### src/rtl/cms_pair_framer.sv
// Pairs the y and y_hat sample streams through two small FIFOs and frames the
// pairs into blocks of 2^log2_samples, with a fixed idle gap after each frame.

module cms_pair_fifo #(
  parameter int DATA_W = 32,
  parameter int DEPTH  = 4
) (
  input  logic              i_clk,
  input  logic              i_rst_n,
  input  logic              i_push,
  input  logic              i_pop,
  input  logic [DATA_W-1:0] i_data,
  output logic [DATA_W-1:0] o_head,
  output logic              o_full,
  output logic              o_empty
);
  localparam int AW = $clog2(DEPTH);
  localparam logic [AW:0] PTR_ONE = 1;

  logic [DATA_W-1:0] mem_q [DEPTH];
  logic [AW:0]       wr_q;
  logic [AW:0]       rd_q;

  always_ff @(posedge i_clk) begin
    if (!i_rst_n) begin
      wr_q <= '0;
      rd_q <= '0;
    end else begin
      if (i_push) wr_q <= wr_q + PTR_ONE;
      if (i_pop)  rd_q <= rd_q + PTR_ONE;
    end
  end

  always_ff @(posedge i_clk) begin
    if (i_push) mem_q[wr_q[AW-1:0]] <= i_data;
  end

  // Extra pointer bit distinguishes full from empty when the indices match.
  assign o_empty = (wr_q == rd_q);
  assign o_full  = (wr_q[AW] != rd_q[AW]) && (wr_q[AW-1:0] == rd_q[AW-1:0]);
  assign o_head  = mem_q[rd_q[AW-1:0]];
endmodule

// state  | meaning
// IDLE   | waiting for the first pair of a frame; latches the frame length
// ACTIVE | mid-frame, popping pairs until the last one
// GAP    | forced idle after a frame so the accumulator can publish
module cms_pair_framer #(
  parameter int DATA_W     = 32,
  parameter int FIFO_DEPTH = 4,
  parameter int FRAME_GAP  = 2
) (
  input  logic              i_clk,
  input  logic              i_arst_n,
  input  logic              i_en,
  input  logic [2:0]        i_log2_samples,
  input  logic              i_y_valid,
  output logic              o_y_ready,
  input  logic [DATA_W-1:0] i_y,
  input  logic              i_yh_valid,
  output logic              o_yh_ready,
  input  logic [DATA_W-1:0] i_y_hat,
  output logic              o_valid,
  output logic [DATA_W-1:0] o_y,
  output logic [DATA_W-1:0] o_y_hat,
  output logic              o_last,
  output logic [15:0]       o_frames
);
  typedef enum logic [1:0] {S_IDLE, S_ACTIVE, S_GAP} state_t;

  localparam bit         GAP_EN   = (FRAME_GAP != 0);
  localparam logic [3:0] GAP_INIT = 4'((FRAME_GAP > 0) ? FRAME_GAP - 1 : 0);

  state_t            state_q;
  logic [7:0]        cnt_q;
  logic [7:0]        len_q;
  logic [3:0]        gcnt_q;
  logic              rdy_q;
  logic              valid_q;
  logic              last_q;
  logic [DATA_W-1:0] y_q;
  logic [DATA_W-1:0] yh_q;
  logic [15:0]       frames_q;

  logic              y_full, y_empty, yh_full, yh_empty;
  logic [DATA_W-1:0] y_head, yh_head;
  logic              push_y, push_yh, pop;
  logic [7:0]        n_sel;

  // rdy_q holds both readies low for the reset cycle itself.
  assign o_y_ready  = rdy_q & ~y_full;
  assign o_yh_ready = rdy_q & ~yh_full;
  assign push_y     = i_y_valid & o_y_ready;
  assign push_yh    = i_yh_valid & o_yh_ready;
  assign pop        = i_en & ~y_empty & ~yh_empty &
                      ((state_q == S_IDLE) | (state_q == S_ACTIVE));
  assign n_sel      = 8'd1 << i_log2_samples;

  cms_pair_fifo #(.DATA_W(DATA_W), .DEPTH(FIFO_DEPTH)) u_fifo_y (
    .i_clk   (i_clk),
    .i_rst_n (i_arst_n),
    .i_push  (push_y),
    .i_pop   (pop),
    .i_data  (i_y),
    .o_head  (y_head),
    .o_full  (y_full),
    .o_empty (y_empty)
  );

  cms_pair_fifo #(.DATA_W(DATA_W), .DEPTH(FIFO_DEPTH)) u_fifo_yh (
    .i_clk   (i_clk),
    .i_rst_n (i_arst_n),
    .i_push  (push_yh),
    .i_pop   (pop),
    .i_data  (i_y_hat),
    .o_head  (yh_head),
    .o_full  (yh_full),
    .o_empty (yh_empty)
  );

  always_ff @(posedge i_clk) begin
    if (!i_arst_n) begin
      state_q  <= S_IDLE;
      cnt_q    <= '0;
      len_q    <= '0;
      gcnt_q   <= '0;
      rdy_q    <= 1'b0;
      valid_q  <= 1'b0;
      last_q   <= 1'b0;
      y_q      <= '0;
      yh_q     <= '0;
      frames_q <= '0;
    end else begin
      rdy_q   <= 1'b1;
      valid_q <= pop;
      y_q     <= pop ? y_head  : '0;
      yh_q    <= pop ? yh_head : '0;
      last_q  <= 1'b0;
      case (state_q)
        S_IDLE: begin
          if (pop) begin
            len_q <= n_sel;
            cnt_q <= 8'd1;
            if (n_sel == 8'd1) begin
              last_q   <= 1'b1;
              frames_q <= frames_q + 16'd1;
              gcnt_q   <= GAP_INIT;
              state_q  <= GAP_EN ? S_GAP : S_IDLE;
            end else begin
              state_q <= S_ACTIVE;
            end
          end
        end
        S_ACTIVE: begin
          if (pop) begin
            if (cnt_q == len_q - 8'd1) begin
              last_q   <= 1'b1;
              frames_q <= frames_q + 16'd1;
              cnt_q    <= '0;
              gcnt_q   <= GAP_INIT;
              state_q  <= GAP_EN ? S_GAP : S_IDLE;
            end else begin
              cnt_q <= cnt_q + 8'd1;
            end
          end
        end
        S_GAP: begin
          // Terminal count reached: the gap has lasted FRAME_GAP cycles.
          if (gcnt_q == 4'd0) state_q <= S_IDLE;
          else                gcnt_q  <= gcnt_q - 4'd1;
        end
        default: state_q <= S_IDLE;
      endcase
    end
  end

  assign o_valid  = valid_q;
  assign o_last   = last_q;
  assign o_y      = y_q;
  assign o_y_hat  = yh_q;
  assign o_frames = frames_q;
endmodule

### config.mk
export PLATFORM = sky130hd
export DESIGN_NAME = cms_pair_framer
export DESIGN_NICKNAME = d
export VERILOG_FILES = /design/src/rtl/cms_pair_framer.sv
export SDC_FILE = /design/constraint.sdc
export NUM_CORES = 1
export LEC_CHECK = 0
export ABC_AREA = 0
export CORE_ASPECT_RATIO = 0.75
export CORE_MARGIN = 10
export CORE_UTILIZATION = 45
export DETAILED_ROUTE_END_ITERATION = 6
export PLACE_DENSITY = 0.66
export SYNTH_ARGS = -nofsm -noshare
export SYNTH_HDL_FRONTEND = slang
export SYNTH_SLANG_ARGS = --single-unit
### constraint.sdc
create_clock -name i_clk -period 6.1 [get_ports i_clk]
set_clock_uncertainty 0.2 [all_clocks]
set_input_delay 1.22 -clock i_clk [delete_from_list [all_inputs] [get_ports i_clk]]
set_output_delay 1.22 -clock i_clk [all_outputs]
set_load 0.01 [all_outputs]
==> impl_results.md, run 1 <==
* Clock slew at reported path FFs at around 0.060 ns
* Die area at 38500 um^2
* Post-route DRC at 0
* Sequential Power Share at 0.532
* # resized after CTS at 0
* Static Leak at 5.87 nW
* Register bit count reported by yosys at 373
* Startpoint types: flip-flop
* Initial antenna violation count at 1
* Worst-Margin Slew at 0.926 ns
* CP max FO at 35
* Setup TNS Final at 0 ns
* Die W at 223 um
* Vias per inst at 5.26
* Switching share of power at 0.207
* Vias in the first global route at about 7900
* Final Slew Violations at 0
* YS warnings at 0
* Critical path arrival at 2.67 ns
* Slew HR at 0.383
* Layout cells sized above 1 at 0.148
* Critical path type: reg2out
* Synthesized area per cell at about 17 um^2
* Largest net degree at the start of global routing at 89
* Hold WC Path Type: reg2reg
* Hold_ws at around 0.29 ns
* Final wirelength at about 29000 um
* First-pass GRT wire length at 45900 um
* Fmax at 0.245 GHz
* CTS tree: built
* RePlAce Congestion at 0.722
* Period minus WS final at 4.09 ns
* Tcrit/Tclk final at 0.670
* Critical Path RT at approximately 4.7 ns
* Clk pwr share at 0.423
* CP max stage cell: clkdlybuf4s50_1
* Grt total ovfl at 0
* Maximum vdd drop at roughly 0.24 mV
* Max Cap Violations at 0
* Critical Path Max Stage Delay at between 0.6 and 0.7 ns
* Wire per inst at 20.3 um
* Skew-Pair Late Insertion Delay at 0.53 ns
* Synth Cell Area at 13900 um^2
* Asr flop ratio synth at 0
* Critical Path End Type: output pin
* Gate Count Post-Synth at 830
* Unrepaired setup endpoints after global routing: false
* Die H at 172 um
* CTS Buf Count at 38
* Worst slack, placed at 1.95 ns
* Seq/Total Area, Yosys at 0.719
* Hpwl dp at 17500 um
* Max H-tree Level at 2
* Combinational Power Share at 0.045
* First-pass DRT Iterations at 4
* CTS sink cnt at 373
* Cell variety after synth at between 50 and 60
* Tot GR Track Use at 0.150
* Input/output buffers at 155
* Cell-internal power at 4.12 mW
* Hold_buf cts at 0
* P&R area growth vs syn at 22.6%
* Initial core utilization at 0.459
* Top_reg_cell synth: edfxtp_1
* Fin. Hold Viols at 0
* 1st-iter DRT viols at 481
* NetSw at ~1.1 mW
* Levels on crit path at 5
* Family with the most delay on the worst path: buffers and inverters
* Syn nets at between 900 and 1000
* Status: complete, no violations
* CP bufs+invs at 2
* Final worst slack at 2.01 ns
* Root buffer cell: clkbuf_16
* Max Root-Sink Buffers at 3
* Postcts setup bufs at 0
* PD cells at 305 nW/um^2
* IO Pins at approximately 160
* Core area at slightly above 30000 um^2
* Cell row count at 55
* Nets at 1073
* Cell Chain, Critical Path: buf_4 -> xor2_1 -> nor2_1 -> a21boi_0 -> clkdlybuf4s50_1
* ANT nets after route at 0
* EDFF count, synth at around 260
* Hold Crit Depth at 2
* R2R cell count at 8
* Via Count at roughly 7500
* Final setup fails at 0
-- layout make-up --
| cell class | instances | area (um^2) |
|---|---|---|
| clock inverter | 21 | 183 |
| timing repair buffer | 162 | 1610 |
| sequential | 373 | 10000 |
| multi-input combinational | 400 | 3710 |
| fill | 2359 | 13300 |
| inverter | 12 | 45.0 |
| clock buffer | 49 | 1000 |
| antenna | 1 | 2.50 |
| tap | 399 | 499 |
-- tightest hold or removal path, cell delays in order (launching register included) --
cell and delay [ns]:
dfxtp_1 0.32, nand2_1 0.06, mux2i_1 0.06
-- sequential cells by signal (all words and copies together), names as in the netlist --
signal,cells
u_fifo_y.mem_q,128
u_fifo_yh.mem_q,128
o_y,32
o_y_hat,32
o_frames,16
cnt_q,8
len_q,8
gcnt_q,4
u_fifo_y.rd_q,3
u_fifo_y.wr_q,3
u_fifo_yh.rd_q,3
u_fifo_yh.wr_q,3
state_q,2
o_last,1
o_valid,1
rdy_q,1
-- final timing paths --
check                                               startpoint                   endpoint  slack, ns
worst max register to register           len_q[0]$_SDFFE_PN0P_     gcnt_q[3]$_SDFFE_PN0P_       3.07
worst min register to register       o_frames[15]$_SDFFE_PN0P_  o_frames[15]$_SDFFE_PN0P_       0.29
worst max-delay path            u_fifo_yh.rd_q[1]$_SDFFE_PN0P_                 o_yh_ready       2.01
worst min-delay path                 o_frames[15]$_SDFFE_PN0P_  o_frames[15]$_SDFFE_PN0P_       0.29
-- logic make-up after synthesis --
| kind of cell | Yosys count | synth area share |
|---|---|---|
| xor gates and xnor gates | 30 | 0.0188 |
| muxes | 89 | 0.121 |
| and+or+nand+nor | 217 | 0.0865 |
| DFF | 373 | 0.719 |
| adders and majority gates | 14 | 0.0126 |
| buffers and inverters | 57 | 0.0157 |
| AOI/OAI and AO/OA | 50 | 0.0258 |
-- Yosys cell counts, types with 2 or more instances --
cell        n  area, um^2
edfxtp_1  256        7690
dfxtp_1   117        2340
and3_1     80         500
mux4_2     64        1440
clkbuf_1   39         146
nand2_1    38         143
nor2_1     35         131
mux2i_1    25         250
a21oi_1    23         115
xor2_1     17         149
nand2b_1   16         100
ha_1       14         175
nand4_1    13        81.3
xnor2_1    13         114
inv_1      11        41.3
nand3_1     8        40.0
and2_1      5        31.3
nor3_1      5        25.0
a21o_1      4        30.0
buf_2       4        20.0
nor3b_1     3        22.5
o21a_1      3        22.5
or3_1       3        18.8
a211oi_1    2        15.0
a21boi_0    2        15.0
and3b_1     2        17.5
buf_1       2        7.51
nor2b_1     2        12.5
o21ai_0     2        10.0
-- power by group through the flow --
| stage | Sequential (mW) | Clock (mW) | Combinational (mW) |
|---|---|---|---|
| CTS | 2.77 | 2.26 | 0.240 |
| detailed placement | 2.82 | 0 | 0.239 |
| global placement | 2.82 | 0 | 0.234 |
| floorplan | 2.82 | 0 | 0.120 |
| global route | 2.77 | 2.38 | 0.256 |
| finish | 2.77 | 2.20 | 0.234 |
-- per-stage QoR --
step	utilization	std cells	area [um^2]	total power, mW
3_5_place_dp	0.524	1346	15900	3.06
6_report	0.563	1417	17100	5.20
4_1_cts	0.563	1416	17100	5.27
5_1_grt	0.563	1416	17100	5.41
3_3_place_gp	0.524	1346	15900	3.06
2_1_floorplan	-	830	13900	2.94
-- metal layers --
metal,GRT usage,share of wire,vias to the layer above
li1,-,-,3505
met1,0.200,0.45,3767
met2,0.245,0.49,146
met3,0.0334,0.046,39
met4,0.0404,0.016,2
met5,0,0.00045,-
-- cell usage in the layout (no fill, tap or decap), types with 14 or more instances in the layout --
cell type        Yosys  final
nor2_1              35     35
clkdlybuf4s50_1      0    154
nand2b_1            16     16
mux4_2              64     64
nand2_1             38     38
mux2i_1             25     25
a21oi_1             23     23
xor2_1              17     17
edfxtp_1           256    256
dfxtp_1            117    113
clkbuf_16            0     38
and3_1              80     72
ha_1                14     14
Note: power is estimated with default switching activity, not from simulation.
==> inputs of run 2 (changes only) <==
clock period = 3.99 ns   (was 6.1 ns; I/O delays follow)
==> impl_results.md, run 2 (synthesized netlist as in run 1, its figures left out) <==
* IO Pins at 156
* Post-route DRC at 0
* Postcts setup bufs at 0
* Cell Chain, Critical Path: xor2_1 -> nor2_1 -> a21boi_0 -> clkdlybuf4s50_1
* Vias in the first global route at 7850
* Commonest non-fill, non-tap cells in the layout: 256 x edfxtp_1, 154 x clkdlybuf4s50_1, 113 x dfxtp_1
* CP max stage cell: clkdlybuf4s50_1
* Highest routing layer actually used: met4
* ANT nets after route at 0
* Period minus WS final at 3.37 ns
* Max H-tree Level at 2
* Diodes inserted at 0
* Cell row count at 55
* Final setup fails at 0
* Critical Path RT at 2.99 ns
* Commonest non-fill, non-tap cell in the layout: edfxtp_1
* Startpoint types: flip-flop
* Fin cells at 1417
* Fillers at 2321
* Max Cap Violations at 0
* Via Count at 7415
* Max Root-Sink Buffers at 3
* Die area at between 30000 and 40000 um^2
* CTS tree: built
* Tcrit/Tclk final at 0.844
* Worst-Margin Slew at ~0.96 ns
* Clk pwr share at 0.438
* Initial core utilization at 0.459
* Metal2 WL at 14000 um
* Final Slew Violations at 0
* Critical path arrival at 2.37 ns
* R2R cell count at 8
* First-pass GRT wire length at 44900 um
* PD cells at 475 nW/um^2
* Grt total ovfl at 0
* Placed cells at 1347
* NetSw at 1.66 mW
* Critical Path End Type: output pin
* Status: complete, no violations
* Combinational Power Share at 0.044
* Slew HR at 0.361
* DP Area at 15900 um^2
* Wire per inst at 20.2 um
* Skew-Pair Late Insertion Delay at about 0.53 ns
* CTS Buf Count at 38
* Static Leak at 5.93 nW
* CP max FO at 6
* Die H at 172 um
* Largest net degree at the start of global routing at 76
* Post-Route M1 WL at 13000 um
* Met3 WL at 1220 um
* Cell-internal power at ~6.5 mW
* Worst R2R Setup Slack at 0.98 ns
* Hold_ws at around 0.28 ns
* Fmax at just under 0.3 GHz
* Hold WC Path Type: reg2reg
* Critical Path Max Stage Delay at 0.68 ns
* Sequential Power Share at 0.519
* Die W at approximately 220 um
* Hold_buf cts at 0
* Layout cells sized above 1 at 0.152
* Fin. Hold Viols at 0
* Root buffer cell: clkbuf_16
* Worst Hold Launch: o_frames[13]$_SDFFE_PN0P_
* P&R area growth vs syn at 23.3%
* Final wirelength at 28600 um
* R2R Path End: gcnt_q[3]$_SDFFE_PN0P_
* Design Area, Final at 17200 um^2
* End of the critical path: o_y_ready
* Unrepaired setup endpoints after global routing: false
* # resized after CTS at 0
* Vias per inst at 5.23
* Initial antenna violation count at 0
* RePlAce Congestion at 0.732
* Area taken by flip-flops and latches at between 10000 and 15000 um^2
* CTS sink cnt at 373
* Clock slew at reported path FFs at 0.06 ns
* First-pass DRT Iterations at 4
* Nets at ~1100
* Worst R2R Start: len_q[0]$_SDFFE_PN0P_
* Switching share of power at 0.204
* Critical path type: reg2out
* CP bufs+invs at 1
* Multi-input logic area at 3710 um^2
* Levels on crit path at 4
* Setup TNS Final at 0 ns
* Maximum vdd drop at 0.416 mV
* Hpwl dp at 17500 um
* Origin of the worst setup path: u_fifo_y.wr_q[1]$_SDFFE_PN0P_
* Tot GR Track Use at 0.148
* 1st-iter DRT viols at around 490
* Family with the most delay on the worst path: buffers and inverters
* Core area at approximately 30000 um^2
* Input/output buffers at 155
[run 2: worst min path at each step]
stage	to	depth (start not counted)	slack, ns
3_3_place_gp	o_frames[15]$_SDFFE_PN0P_	2	0.26
2_1_floorplan	state_q[0]$_SDFFE_PN0P_	1	0.25
4_1_cts	o_frames[13]$_SDFFE_PN0P_	2	0.28
6_report	o_frames[13]$_SDFFE_PN0P_	2	0.28
5_1_grt	o_frames[13]$_SDFFE_PN0P_	2	0.31
3_5_place_dp	o_frames[13]$_SDFFE_PN0P_	2	0.27
[run 2: power by group through the flow]
stage | logic [mW] | clock network, mW | registers (mW)
detailed placement | 0.362 | 0 | 4.32
global placement | 0.357 | 0 | 4.31
global route | 0.392 | 3.81 | 4.24
floorplan | 0.184 | 0 | 4.31
CTS | 0.363 | 3.66 | 4.23
finish | 0.356 | 3.57 | 4.23
[run 2: per-layer routing]
layer / vias to the layer above / track usage
met3: 32 / 0.0337
met2: 133 / 0.243
met1: 3741 / 0.193
li1: 3509 / -
met4: 0 / 0.0425
met5: - / 0
[run 2: area by class of cell]
type,count,share of cell area
sequential,373,0.584
multi-input combinational,400,0.216
timing repair buffer,163,0.0943
clock buffer,49,0.0625
tap,399,0.0290
clock inverter,21,0.0119
inverter,12,0.00262
[run 2: worst min-delay path, delay by kind of cell (launching register included)]
family	cells	cell delay (ns)
flops	1	0.33
mux	1	0.05
simple gates	1	0.06
[run 2: per-stage QoR]
stage	power [mW]	worst slack [ns]	utilization
2_1_floorplan	4.50	1.15	-
3_3_place_gp	4.67	0.761	0.524
3_5_place_dp	4.68	0.755	0.524
4_1_cts	8.25	0.568	0.566
5_1_grt	8.44	0.372	0.566
6_report	8.16	0.621	0.566
